==> config.mk <==
export PLATFORM = sky130hd
export DESIGN_NAME = serial_receiver
export DESIGN_NICKNAME = d
export VERILOG_FILES = /design/src/rtl/serial_receiver.sv
export SDC_FILE = /design/constraint.sdc
export NUM_CORES = 1
export LEC_CHECK = 0
export CAP_MARGIN = 30
export CELL_PAD_IN_SITES_DETAIL_PLACEMENT = 2
export CELL_PAD_IN_SITES_GLOBAL_PLACEMENT = 2
export CORE_MARGIN = 5
export CORE_UTILIZATION = 45
export DETAILED_ROUTE_END_ITERATION = 16
export DONT_BUFFER_PORTS = 1
export GPL_TIMING_DRIVEN = 0
export MAX_ROUTING_LAYER = met4
export PLACE_DENSITY_LB_ADDON = 0.2
export SYNTH_ARGS = -nofsm -noshare
export SYNTH_HDL_FRONTEND = slang
export SYNTH_SLANG_ARGS = --single-unit
==> constraint.sdc <==
create_clock -name clk_x4 -period 3.18 [get_ports clk_x4]
set_clock_uncertainty 0.05 [all_clocks]
set_input_delay 0.477 -clock clk_x4 [delete_from_list [all_inputs] [get_ports clk_x4]]
set_output_delay 0.477 -clock clk_x4 [all_outputs]
set_load 0.02 [all_outputs]
==> src/rtl/serial_receiver.sv <==
// Serial receiver for 8N1 frames, LSB first, oversampled at 4 clocks per bit.
//
// Ports:
//   clk_x4   in   oversampling clock (4x bit rate), rising edge
//   rst_x    in   asynchronous active-low reset
//   i_rx     in   serial line, idle high, asynchronous to clk_x4
//   o_data   out  last good byte, held until the next good frame
//   o_valid  out  one-cycle pulse when o_data updates
//   o_busy   out  high while a frame is in progress
//   o_error  out  one-cycle pulse when the stop bit is sampled low
//
// The start-detect edge t0 is the edge that sees the synchronised line low in
// StIdle. The phase counter is 0 at t0 and advances every non-idle cycle, so
// phase==1 lands on t0+2+4k, roughly the middle of each bit cell.
module serial_receiver (
  input  logic       clk_x4,
  input  logic       rst_x,
  input  logic       i_rx,
  output logic [7:0] o_data,
  output logic       o_valid,
  output logic       o_busy,
  output logic       o_error
);

  typedef enum logic [2:0] {
    StIdle,
    StStart,
    StData,
    StStop,
    StBreak
  } state_e;

  state_e     state_q, state_d;
  logic       rx_m_q;
  logic       rx_s_q;  // second synchroniser flop; the only line value used
  logic [1:0] phase_q;
  logic [2:0] bit_cnt_q;
  logic [7:0] shift_q;
  logic       sample;

  assign sample = (phase_q == 2'd1);

  always_comb begin
    state_d = state_q;
    unique case (state_q)
      StIdle:  if (!rx_s_q) state_d = StStart;
      StStart: if (sample) state_d = rx_s_q ? StIdle : StData;
      StData:  if (sample && (bit_cnt_q == 3'd7)) state_d = StStop;
      StStop:  if (sample) state_d = rx_s_q ? StIdle : StBreak;
      // A low line after a framing error is not a new start; wait for idle.
      StBreak: if (rx_s_q) state_d = StIdle;
      default: state_d = StIdle;
    endcase
  end

  always_ff @(posedge clk_x4 or negedge rst_x) begin
    if (!rst_x) begin
      rx_m_q    <= 1'b1;
      rx_s_q    <= 1'b1;
      state_q   <= StIdle;
      phase_q   <= 2'd0;
      bit_cnt_q <= 3'd0;
      shift_q   <= 8'h00;
      o_data    <= 8'h00;
      o_valid   <= 1'b0;
      o_error   <= 1'b0;
      o_busy    <= 1'b0;
    end else begin
      rx_m_q  <= i_rx;
      rx_s_q  <= rx_m_q;
      state_q <= state_d;
      o_valid <= 1'b0;
      o_error <= 1'b0;
      // Covers both the leaving edge and the return edge, so busy drops one
      // cycle after the FSM is back in StIdle.
      o_busy  <= (state_d != StIdle) || (state_q != StIdle);

      // Held at 0 in idle, which also makes it 0 right after t0.
      if (state_q == StIdle) phase_q <= 2'd0;
      else                   phase_q <= phase_q + 2'd1;

      unique case (state_q)
        StStart: begin
          if (sample && !rx_s_q) bit_cnt_q <= 3'd0;
        end
        StData: begin
          if (sample) begin
            shift_q   <= {rx_s_q, shift_q[7:1]};
            bit_cnt_q <= bit_cnt_q + 3'd1;
          end
        end
        StStop: begin
          if (sample) begin
            if (rx_s_q) begin
              o_data  <= shift_q;
              o_valid <= 1'b1;
            end else begin
              o_error <= 1'b1;
            end
          end
        end
        default: ;
      endcase
    end
  end

endmodule

==> flow_summary.yaml, run 1 <==
clock_network:
  clockBufferDepth: 2
  numClockSinks: 29
  clock-root-buffer: "clkbuf_4"
  worstSkewPairLatency_ps: 340
  clkSlewWorstSetupHoldPaths_ps: 80
  htreeDepth: 2
  cts_buffers: 5
  cts_setup_buffers: 0
  cts_tree: "yes"
floorplanning:
  start_util_pct: 47.3
  pin_count: 14
  core_region_area_um2: 2480
  dieArea_um2: 3730
  rows: 18
  dieHeight_um: 61.0
  die_w_um: 61.0
global_route:
  antenna_found_initial: 0
  gr-total-overflow: 0
  grt_max_degree: 30
  grt_util_all_layers_pct: 15.1
  grt_first_pass_wirelength_um: 3650
  first_global_vias: 735
worst_hold_path:
  whs_endpoint: "rx_m_q"
  holdPathStages: 0
  hp-start: "i_rx"
  hold_class: "in -> reg"
synth:
  syn_area_per_cell_um2: 14.3
  syn_nets: 88
  ys_seq_area_share_pct: 62.1
  synth_cell_type_count: 22
  synth_area_um2: 1170
  postSynthCellCount: 82
  yosys-top-cells-area: "dfrtp_1 58%, mux2_4 10%, mux2_2 7.7%, dfstp_2 4.5%, ha_1 3.2%"
  synth_area_leader_cell: "dfrtp_1"
  yosysWarnings: 0
  synth_seq_cells: 29
  synth_top_area_share_pct: 57.6
power:
  power_frac_comb_pct: 22.4
  p_int_uw: 783
  ir_drop_uv: 565
  p_seq_share_pct: 50.2
  p_leak_uw: 0.000623
  p_switching_uw: 361
  switching_share_pct: 31.5
  clkPwrFrac_pct: 27.4
  p_total_uw: 1140
  power.density_nw_per_um2: 863
cells_and_area:
  final_cells: 122
  final_common_cell: "dfrtp_1"
  fillCellCount: 246
  multi_input_area_um2: 422
  antenna_cells: 0
  area_growth_pct: 13.0
  layout_common_cells: "27 x dfrtp_1, 9 x nor2_1, 8 x mux2_4, 8 x mux2_2, 7 x nand2_1"
  final-seq-area_um2: 728
  nNetsFinal: 97
  drive_gt1_share_pct: 33.7
sta:
  grt_setup_unrepaired: "no"
  slew_headroom_pct: 64.0
  tns_ps: 0
  hold_violations: 0
  slew_viol_final: 0
  tightest_slew_ps: 540
  fin_crit_ps: 1820
  max_freq_ghz: 0.550
  final.setup.worst_slack_ps: 1360
  fin_crit_sh_pct: 57.1
  setup_viol: 0
setup_path:
  reg2reg_from: "phase_q[1]"
  cpPeakStageDelay_ps: 450
  ff2ff_setup_slack_ps: 1360
  cp_max_fo: 10
  critPathKind: "reg -> reg"
  required_ps: 3350
  worst_setup_path_start_kind: "register"
  cpMaxStageDelayCell: "nor2_2"
  cp_cell_sequence: "inv_1 -> ha_1 -> nand3b_1 -> nor2_2 -> mux2_2"
  cp.arrival_ps: 1980
  reg2reg_to: "shift_q[4]"
  crit_path_end_kind: "register"
  reg2reg_depth: 5
place:
  place_congestion: 0.663
  port_buffers: 0
  numPlacedInstances: 112
  place_ws_ps: 1370
  dp_hpwl_um: 1420
drt:
  drt_wl_total_um: 2200
  drt-wirelength-per-cell_um: 18.0
  ant_nets: 0
  via_per_inst: 5.28
  drc_errors: 0
  firstDrtPassIters: 2
  first_iter_violations: 4
  vias: 644
outcome:
  status: "complete, no violations"
run:
  maxCapViolations: 0
## synthesized netlist by cell type (all sizes together)
master and count:
ha 3, mux2i 1, a211oi 1, dfstp 2, nand3b 1, clkbuf 1, and3b 1, nor3 2
mux2 16, a221oi 2, nor2 10, inv 2, or4b 1, buf 1, nor3b 1, a311oi 1
dfrtp 27, nand2 7, and3 1, a21oi 1
## power groups by stage
stage / clock (µW) / combinational, µW / sequential, µW
2_1_floorplan: 0 / 207 / 556
4_1_cts: 326 / 264 / 579
5_1_grt: 346 / 293 / 590
6_report: 314 / 256 / 574
3_3_place_gp: 0 / 236 / 575
3_5_place_dp: 0 / 250 / 583
## per-layer routing
metal	global-route usage [%]	vias up	share of wire, %	wire length (µm)
met5	-	-	0	0
met4	8.36	0	2.6	57
met3	6.71	5	5.6	122
met2	23.0	13	49	1090
met1	16.6	323	42	930
li1	-	303	-	-
## worst max-delay path, delay by kind of cell, from the launching register on
| family | cells | cell delay [ps] |
|---|---|---|
| adders and majority gates | 1 | 230 |
| and+or+nand+nor | 2 | 600 |
| DFF | 1 | 370 |
| buffers and inverters | 1 | 60 |
| muxes | 1 | 400 |
## area by class of cell
| class | count | share of cell area [%] |
|---|---|---|
| Sequential cell | 29 | 55.0 |
| Multi-Input combinational cell | 49 | 31.8 |
| Clock buffer | 7 | 4.15 |
| Tap cell | 30 | 2.83 |
| Clock inverter | 1 | 2.27 |
| Timing Repair Buffer | 2 | 2.27 |
| Buffer | 2 | 1.13 |
| Inverter | 2 | 0.567 |
## kinds of logic (layout without fill, tap and decap cells)
family / count (synthesis) / count (layout) / share of synthesized area [%]
AOI/OAI and AO/OA: 5 / 5 / 3.31
and+or+nand+nor: 24 / 24 / 10.7
muxes: 17 / 17 / 18.8
adders and majority gates: 3 / 3 / 3.20
DFF: 29 / 29 / 62.1
buffers and inverters: 4 / 14 / 1.92
## through the flow
step / area, µm² / hold slack [ps] / util (%)
after global routing: 1330 / 49.3 / 53.5
after floorplan: 1170 / 131 / -
after CTS: 1330 / 63.9 / 53.5
after global placement: 1210 / 132 / 48.8
final: 1330 / 90.1 / 53.5
after detailed placement: 1210 / 132 / 48.8
## what timing repair did
action | CTS | global route
resized for setup | 0 | 0
endpoints found under the setup margin | 0 | 0
hold endpoints to repair | 29 | 0
hold buffers | 2 | 0
## worst max path at each step
stage	start	to	cells after the start	slack, ps
5_1_grt	phase_q[1]	shift_q[1]	5	1240
6_report	phase_q[1]	shift_q[4]	5	1360
3_5_place_dp	phase_q[1]	shift_q[1]	5	1370
2_1_floorplan	phase_q[1]	o_data[0]	6	1600
4_1_cts	phase_q[1]	shift_q[4]	5	1340
3_3_place_gp	phase_q[1]	shift_q[5]	5	1420
## state kept, by name, indices dropped and copies added, names as in the netlist
| name | cells |
|---|---|
| o_valid | 1 |
| o_data | 8 |
| bit_cnt_q | 3 |
| o_busy | 1 |
| rx_s_q | 1 |
| state_q | 3 |
| rx_m_q | 1 |
| shift_q | 8 |
| o_error | 1 |
| phase_q | 2 |
Note: power is estimated with default switching activity, not from simulation.
==> inputs of run 2 (changes only) <==
Settings changed: CORE_UTILIZATION 45 to 38.
Clock period 3.18 ns to 1.5 ns, I/O delays scaled along.
==> flow_summary.yaml, run 2 (same netlist as run 1, synthesis figures left out) <==
power:
  power.density_nw_per_um2: 1740
  p_leak_uw: 0.000676
  ir_drop_uv: 683
setup_path:
  worst_setup_path_start_kind: "register"
  required_ps: 1660
  cpPeakStageDelay_ps: 390
  ff2ff_setup_slack_ps: -80
  crit_path_end_kind: "register"
  reg2reg_from: "phase_q[1]"
  cp_max_fo: 9
  cp_cell_sequence: "inv_2 -> ha_4 -> and3b_4 -> and3_4 -> buf_12 -> mux2_4"
  critPathKind: "reg -> reg"
  cpMaxStageDelayCell: "dfrtp_1"
  cp.arrival_ps: 1740
  crit_path_start: "phase_q[1]"
global_route:
  grt_first_pass_wirelength_um: 4000
  grt_util_all_layers_pct: 13.3
  gr-total-overflow: 0
  gr-max-usage-layer: "met2"
  first_global_vias: 817
  grtUsageMet3_pct: 6.15
  grt_max_degree: 30
  antenna_found_initial: 0
  met1_usage_pct: 15.5
  use_met2_pct: 19.6
drt:
  ant_nets: 0
  drt_wl_total_um: 2390
  drc_errors: 0
  firstDrtPassIters: 4
  first_iter_violations: 14
  via_per_inst: 5.29
  vias: 709
  drt-wirelength-per-cell_um: 17.8
floorplanning:
  start_util_pct: 39.0
  rows: 20
  dieHeight_um: 65.5
  dieArea_um2: 4300
  die_w_um: 65.5
  pin_count: 14
  core_region_area_um2: 3000
clock_network:
  numClockSinks: 29
  cts_buffers: 5
  cts_tree: "yes"
  clock-root-buffer: "clkbuf_4"
  worstSkewPairLatency_ps: 320
  htreeDepth: 2
  clkSlewWorstSetupHoldPaths_ps: 90
  clockBufferDepth: 2
sta:
  hold_violations: 0
  final.setup.worst_slack_ps: -80.4
  slew_viol_final: 0
  grt_setup_unrepaired: "yes"
  tightest_slew_ps: 393
  slew_headroom_pct: 73.6
  fin_crit_ps: 1580
  max_freq_ghz: 0.633
  setup_viol: 10
  fin_crit_sh_pct: 105
outcome:
  status: "finished, violations left"
  violations: "negative setup slack"
cells_and_area:
  fillCellCount: 282
  final_common_cell: "dfrtp_1"
  final_core_util_pct: 48.6
  drive_gt1_share_pct: 43.6
  layout_common_cells: "26 x dfrtp_1, 15 x mux2_4, 9 x nor2_1, 7 x nand2_1, 6 x buf_4"
  nNetsFinal: 106
  stdcell_area_um2: 1460
  antenna_cells: 0
  multi_input_area_um2: 482
  area_growth_pct: 24.5
  final-seq-area_um2: 729
  reg_top3: "o_data x8, shift_q x8"
place:
  place_ws_ps: -216
  place_congestion: 0.690
  port_buffers: 0
  place_area_um2: 1220
  dp_hpwl_um: 1410
worst_hold_path:
  hold_class: "in -> async"
run:
  maxCapViolations: 0
[run 2: cell types whose count changed in the layout (fill, tap and decap cells not counted), moves of 2 or more]
cell and change:
mux2_2 -7, mux2_4 +7, buf_12 +2, buf_4 +6
a221oi_1 -2, a221oi_2 +2
[run 2: cell type report]
type	count	share of cell area, %
Multi-Input combinational cell	49	33.0
Buffer	2	1.71
Tap cell	33	2.83
Clock buffer	8	4.03
Sequential cell	29	50.0
Inverter	2	0.514
Timing Repair Buffer	11	7.97
[run 2: power breakdown]
part           internal (µW)  switching [µW]  leakage, µW  total [µW]
registers                987             250     0.000379        1240
logic                    450             358     0.000264         808
clock network            231             258    0.0000326         489
total                   1670             866     0.000676        2530
[run 2: worst paths after layout]
path,endpoint,cells after the start
worst max-delay path,o_data[7],6
worst min-delay path,o_data[0],2
worst max register to register,o_data[7],6
worst min register to register,rx_s_q,0
max in group asynchronous,rx_s_q,2
min in group clk_x4,rx_s_q,0
[run 2: worst max-delay path, delay by kind of cell (launching register included)]
kind	cells	cell delay (ps)
muxes	1	290
DFF	1	390
adders and majority gates	1	140
and+or+nand+nor	2	400
buffers and inverters	2	200
[run 2: stage by stage]
stage,hold slack (ps),setup TNS (ps),cells,total power (µW)
2_1_floorplan,-121,-628,82,1630
5_1_grt,270,-1700,134,2730
3_3_place_gp,-120,-2300,115,1740
4_1_cts,260,-946,131,2500
3_5_place_dp,-120,-3580,115,1800
6_report,278,-652,134,2530
[run 2: repair_timing]
item                                    4_1_cts  5_1_grt
endpoints found under the hold margin        30        0
gates resized for setup                      14        2
endpoints found under the setup margin       19       18
cloned                                        0        0
setup buffers                                 5        3
pin swaps                                     1        1
hold buffers                                  3        0
[run 2: per-layer routing]
layer | routed length (µm) | vias up | part of all wire, %
li1 | - | 323 | -
met1 | 1060 | 369 | 44
met2 | 1180 | 13 | 50
met3 | 106 | 4 | 4.4
met4 | 44 | 0 | 1.8
met5 | 0 | - | 0
